`config.mk`:
```
export PLATFORM = sky130hd
export DESIGN_NAME = intack_seq
export DESIGN_NICKNAME = d
export VERILOG_FILES = /design/src/rtl/intack_seq.sv
export SDC_FILE = /design/constraint.sdc
export NUM_CORES = 1
export LEC_CHECK = 0
export ABC_AREA = 1
export CORE_ASPECT_RATIO = 1.2
export CORE_MARGIN = 10
export CORE_UTILIZATION = 45
export DETAILED_ROUTE_END_ITERATION = 12
export PLACE_DENSITY_LB_ADDON = 0.15
export SYNTH_ARGS = -nofsm -noshare
export SYNTH_HDL_FRONTEND = slang
export SYNTH_SLANG_ARGS = --single-unit
```
`constraint.sdc`:
```
create_clock -name clk -period 2.94 [get_ports clk]
set_input_delay 0.882 -clock clk [delete_from_list [all_inputs] [get_ports clk]]
set_output_delay 0.882 -clock clk [all_outputs]
set_load 0.1 [all_outputs]
```
`src/rtl/intack_seq.sv`:
```
// rtl/intack_seq.sv - V30 interrupt acknowledge sequencer: two-pulse INTA handshake, vector capture, CPU valid/ack.
// Define INTACK_NMI_EN to compile in NMI edge detection and arbitration ahead of the maskable request.
module intack_seq #(
  parameter int unsigned INTA_WIDTH = 2,
  parameter int unsigned INTA_GAP   = 1,
  parameter logic [7:0]  NMI_VECTOR = 8'h02
) (
  input  logic       clk,
  input  logic       rst,
  input  logic       irq_in,
  input  logic [7:0] vector_in,
  output logic       int_done,
  input  logic       nmi_in,
  input  logic       cpu_if,
  input  logic       cpu_boundary,
  output logic       inta_n,
  output logic       int_valid,
  output logic [7:0] int_vec,
  input  logic       int_ack,
  output logic       busy
);

  typedef enum logic [2:0] {
    S_IDLE, S_INTA1, S_GAP, S_INTA2, S_DONE, S_PRESENT
  } state_e;

  localparam logic [3:0] WIDTH_LD = 4'(INTA_WIDTH - 1);
  localparam logic [3:0] GAP_LD   = 4'(INTA_GAP - 1);

  state_e     state_q, state_d;
  logic [3:0] cnt_q, cnt_d;
  logic [7:0] vec_q, vec_d;
  logic       inta_n_q, inta_n_d;
  logic       int_done_q, int_done_d;
  logic       int_valid_q, int_valid_d;
  logic       busy_q, busy_d;
  logic       nmi_take;

`ifdef INTACK_NMI_EN
  logic nmi_hist_q;
  logic nmi_pending_q;

  // A fresh edge on the same cycle the pending flag is served re-arms it.
  always_ff @(posedge clk or posedge rst) begin
    if (rst) begin
      nmi_hist_q    <= 1'b0;
      nmi_pending_q <= 1'b0;
    end else begin
      nmi_hist_q    <= nmi_in;
      nmi_pending_q <= (nmi_pending_q & ~nmi_take) | (nmi_in & ~nmi_hist_q);
    end
  end
`else
  logic nmi_pending_q;
  logic nmi_unused;
  assign nmi_pending_q = 1'b0;
  assign nmi_unused    = nmi_in ^ (|NMI_VECTOR);
`endif

  assign nmi_take = (state_q == S_IDLE) && cpu_boundary && nmi_pending_q;

  always_ff @(posedge clk or posedge rst) begin
    if (rst) begin
      state_q     <= S_IDLE;
      cnt_q       <= 4'd0;
      vec_q       <= 8'h00;
      inta_n_q    <= 1'b1;
      int_done_q  <= 1'b0;
      int_valid_q <= 1'b0;
      busy_q      <= 1'b0;
    end else begin
      state_q     <= state_d;
      cnt_q       <= cnt_d;
      vec_q       <= vec_d;
      inta_n_q    <= inta_n_d;
      int_done_q  <= int_done_d;
      int_valid_q <= int_valid_d;
      busy_q      <= busy_d;
    end
  end

  always_comb begin
    state_d = state_q;
    cnt_d   = cnt_q;
    vec_d   = vec_q;
    case (state_q)
      S_IDLE: begin
        if (nmi_take) begin
          vec_d   = NMI_VECTOR;
          state_d = S_PRESENT;
        end else if (cpu_boundary && cpu_if && irq_in) begin
          cnt_d   = WIDTH_LD;
          state_d = S_INTA1;
        end
      end
      S_INTA1: begin
        if (cnt_q == 4'd0) begin
          cnt_d   = GAP_LD;
          state_d = S_GAP;
        end else begin
          cnt_d = cnt_q - 4'd1;
        end
      end
      S_GAP: begin
        if (cnt_q == 4'd0) begin
          cnt_d   = WIDTH_LD;
          state_d = S_INTA2;
        end else begin
          cnt_d = cnt_q - 4'd1;
        end
      end
      S_INTA2: begin
        if (cnt_q == 4'd0) begin
          state_d = S_DONE;
        end else begin
          cnt_d = cnt_q - 4'd1;
        end
      end
      // The controller's vector register is stable while its done strobe is in flight.
      S_DONE: begin
        vec_d   = vector_in;
        state_d = S_PRESENT;
      end
      S_PRESENT: begin
        if (int_ack) begin
          state_d = S_IDLE;
        end
      end
      default: state_d = S_IDLE;
    endcase
  end

  // Outputs decode the next state so every output comes straight from a flop.
  always_comb begin
    inta_n_d    = !((state_d == S_INTA1) || (state_d == S_INTA2));
    int_done_d  = (state_d == S_DONE);
    int_valid_d = (state_d == S_PRESENT);
    busy_d      = (state_d != S_IDLE);
  end

  assign inta_n    = inta_n_q;
  assign int_done  = int_done_q;
  assign int_valid = int_valid_q;
  assign int_vec   = vec_q;
  assign busy      = busy_q;

endmodule

```
=== Word-level counts from Yosys, hierarchy flattened ===
Index checks and enable logic that the tools add are counted.

* Multiplexer cells: 11
* Equal/unequal tests: 11
* Add/subtract/negate cells: 1
* Reductions and logical operators: 9

{| class="wikitable"
|+ Operators by type and width
! cell !! count
|-
| $pmux 3 s6 || 1
|-
| $mux 4 || 4
|-
| $pmux 4 s4 || 1
|-
| $mux 3 || 5
|-
| $eq 3x3->1 const B || 4
|-
| $eq 3x2->1 const B || 3
|-
| $eq 3x1->1 const B || 2
|-
| $logic_not 4->1 || 1
|-
| $reduce_bool 4->1 || 1
|-
| $sub 4x1->4 const B || 1
|-
| $logic_not 3->1 || 1
|-
| $reduce_and 3->1 || 1
|-
| $reduce_bool 3->1 || 1
|-
| $logic_and 1x1->1 || 2
|-
| $ne 2x1->1 const B || 1
|-
| $ne 2x2->1 const B || 1
|-
| $logic_not 1->1 || 1
|-
| $logic_or 1x1->1 || 1
|}

* Register bits: 19
* Input bits: 15

=== Logic depth before layout (Yosys ltp) ===
* Depth after elaboration: 7
* Depth in mapped cells: 9

=== Least setup slack after synthesis ===
No wires, ideal clock.

* Kind: register to output
* Start: reg vec_q[0], in the netlist int_vec[0]
* End: out int_vec[0]
* Data required time: 2058 ps
* Data arrival time: 898 ps
* Stages on the path, launching flop included: 1
* Path buffers: 0
* Slack: 1160 ps
* Cells stage by stage: dfrtp_1

{| class="wikitable"
|+ RTL lines
! item !! RTL line !! source
|-
| start: declaration || 32 || <nowiki>logic [7:0] vec_q, vec_d;</nowiki>
|-
| start signal: assignment || 74 || <nowiki>vec_q <= vec_d;</nowiki>
|-
| end: declaration || 18 || <nowiki>output logic [7:0] int_vec,</nowiki>
|}

No word-level cell between the ends.

=== Final worst setup path ===
* Start: reg inta_n_q, in the netlist inta_n
* End: out inta_n

{| class="wikitable"
|+ RTL lines
! item !! RTL line !! source
|-
| start: declaration || 33 || <nowiki>logic inta_n_q, inta_n_d;</nowiki>
|-
| start signal: assignment || 75 || <nowiki>inta_n_q <= inta_n_d;</nowiki>
|-
| end: declaration || 16 || <nowiki>output logic inta_n,</nowiki>
|}

No word-level cell between the ends.

==> impl_metrics.yaml <==
run_status:
  status: "completed"
sta:
  fin_tns_setup_ns: 0
  rsz0062_at_grt: "false"
  max_freq_mhz: 502.7
  tightest_slew_ns: 0.7124
  period_share_pct: 67.66
  clock-skew-final_ns: 0.002312
  fin_crit_ns: 1.989
  drv_slew: 0
  max_slew_margin_pct: 52.45
  finalSetupViolCount: 0
  final_hold_viol_count: 0
clock_tree:
  insertion_delay_ns: 0.30
  cts_root_buf: "clkbuf_4"
  cts_made_buffers: 3
  ctsResizeCount: 0
  clock-sinks: 19
  htree_levels: 1
  path_clk_slew_ns: 0.10
  cts_tree: "yes"
  post_cts_buffers: 0
  clk_path_buf_depth: 2
  hold_buffers: 0
logic_synthesis:
  ys_seq_elements: 19
  yosys_warnings: 0
  seq_area_frac_synth_pct: 53.66
  yosysUniqueCellTypes: 18
  syn_nets: 129
  synth_area_um2: 888.4
  syn_inst: 113
  syn_area_per_cell_um2: 7.862
worst_setup_path:
  critPathMaxStageDelay_ns: 0.53
  startpoint_type: "register"
  r2r_start: "cnt_q[0]"
  end_kind: "output port"
  arrival_ns: 1.11
  startpoint: "inta_n"
  criticalPathCategory: "reg2out"
  critPathMaxFanout: 1
  critPathTopFamily: "flip-flops"
  path_cells: "buf_4"
  critPathSlowestCell: "dfstp_2"
  crit_buf_inv: 1
  r2r_cells: 9
  r2r_end: "cnt_q[1]"
  worst_ep_required_time_ns: 2.06
  rrSetupSlack_ns: 1.40
final_layout:
  drive_gt1_share_pct: 15.49
  final_cell_mix: "44 x nand2_1, 18 x dfrtp_1, 14 x inv_1"
  finalNonFillerCells: 161
  fin_nets: 159
  areaGrowthSynthToFinish_pct: 30.42
  nFillCells: 165
  layout_commonest_cell: "nand2_1"
  diodes: 0
routing:
  wire_per_inst_um: 12.71
  num_vias: 804
  drtIter0Drc: 41
  drt_pass1_iterations: 4
  drc: 0
  vias_per_cell: 4.994
  drt_wl_total_mm: 2.047
  postRouteAntennaNets: 0
placement:
  dp.cells: 157
  place_hpwl_mm: 1.623
  port_buffers: 25
  globalplace.congestion: 0.8057
global_route:
  grt_max_degree: 20
  grt_util_all_layers_pct: 10.95
  antenna_found_initial: 0
  grt_pass1_vias: 813
  grt_pass1_wl_mm: 3.477
  grt_overflow: 0
die:
  die_w_um: 60.56
  dieArea_um2: 4159
  row_count: 17
  design.portCount: 27
  start_util_pct: 48.01
  core_um2: 1851
  dieHeight_um: 68.67
worst_hold_path:
  min_from: "int_vec[7]"
  hold_class: "reg2reg"
  hold_path_depth: 2
  hold-path-endpoint: "int_vec[7]"
flow_run:
  maxCapViolations: 0
area by class of cell:
class	instances	area [µm²]	area share (%)
multi-input combinational	79	355.3	30.67
sequential	19	476.7	41.14
tap	19	23.77	2.052
inverter	15	56.30	4.860
timing repair buffer	25	220.2	19.01
clock buffer	4	26.28	2.268
cell usage after synthesis, drive strengths merged:
master	instances	area share, %
nand2	46	20
xor2	1	0.99
nor2	11	6.1
dfrtp	18	51
a21oi	2	1.1
dfstp	1	3.0
nor3	2	1.1
ha	1	1.4
nand3	9	5.1
inv	15	6.3
or2	1	0.70
nand4	1	0.70
o21ai	5	2.8
flip-flops by register name, indices dropped and copies added (netlist names):
signal and cells:
busy 1, cnt_q 4, int_done 1, int_valid 1
int_vec 8, inta_n 1, state_q 3
cells by family (layout without fill, tap and decap cells):
group	after synthesis	in the layout	share of synthesized area (%)
buf+inv	15	44	6.338
fa+ha+maj	1	1	1.408
simple gates	70	70	33.66
xor+xnor	1	1	0.9861
compound gates	7	7	3.943
flops	19	19	53.66
metal layers:
layer	wire length (µm)	global-route usage (%)	share of wire, %
met1	781	10.31	38
met2	1016	20.41	50
met3	195	3.291	9.5
met4	53	6.044	2.6
met5	0	0	0
how the worst max path moves through the flow:
stage,slack (ns),cells after the start,endpoint
finish,0.95,1,inta_n
CTS,0.94,1,inta_n
global route,0.92,1,inta_n
global placement,0.81,7,cnt_q[1]
detailed placement,0.76,7,cnt_q[1]
floorplan,1.16,0,int_vec[0]
through the flow:
stage	setup WS [ns]	utilization (%)	cell area, µm²	hold slack [ns]
2_1_floorplan	1.160	-	888.4	0.4714
3_3_place_gp	0.8091	61.19	1132	0.4560
3_5_place_dp	0.7556	61.19	1132	0.4618
4_1_cts	0.9383	62.61	1159	0.4877
5_1_grt	0.9163	62.61	1159	0.5082
6_report	0.9509	62.61	1159	0.4821
Power is left out: the tool's default activity adds up to more than one toggle a clock period on the data nets, which glitch-free logic cannot reach.
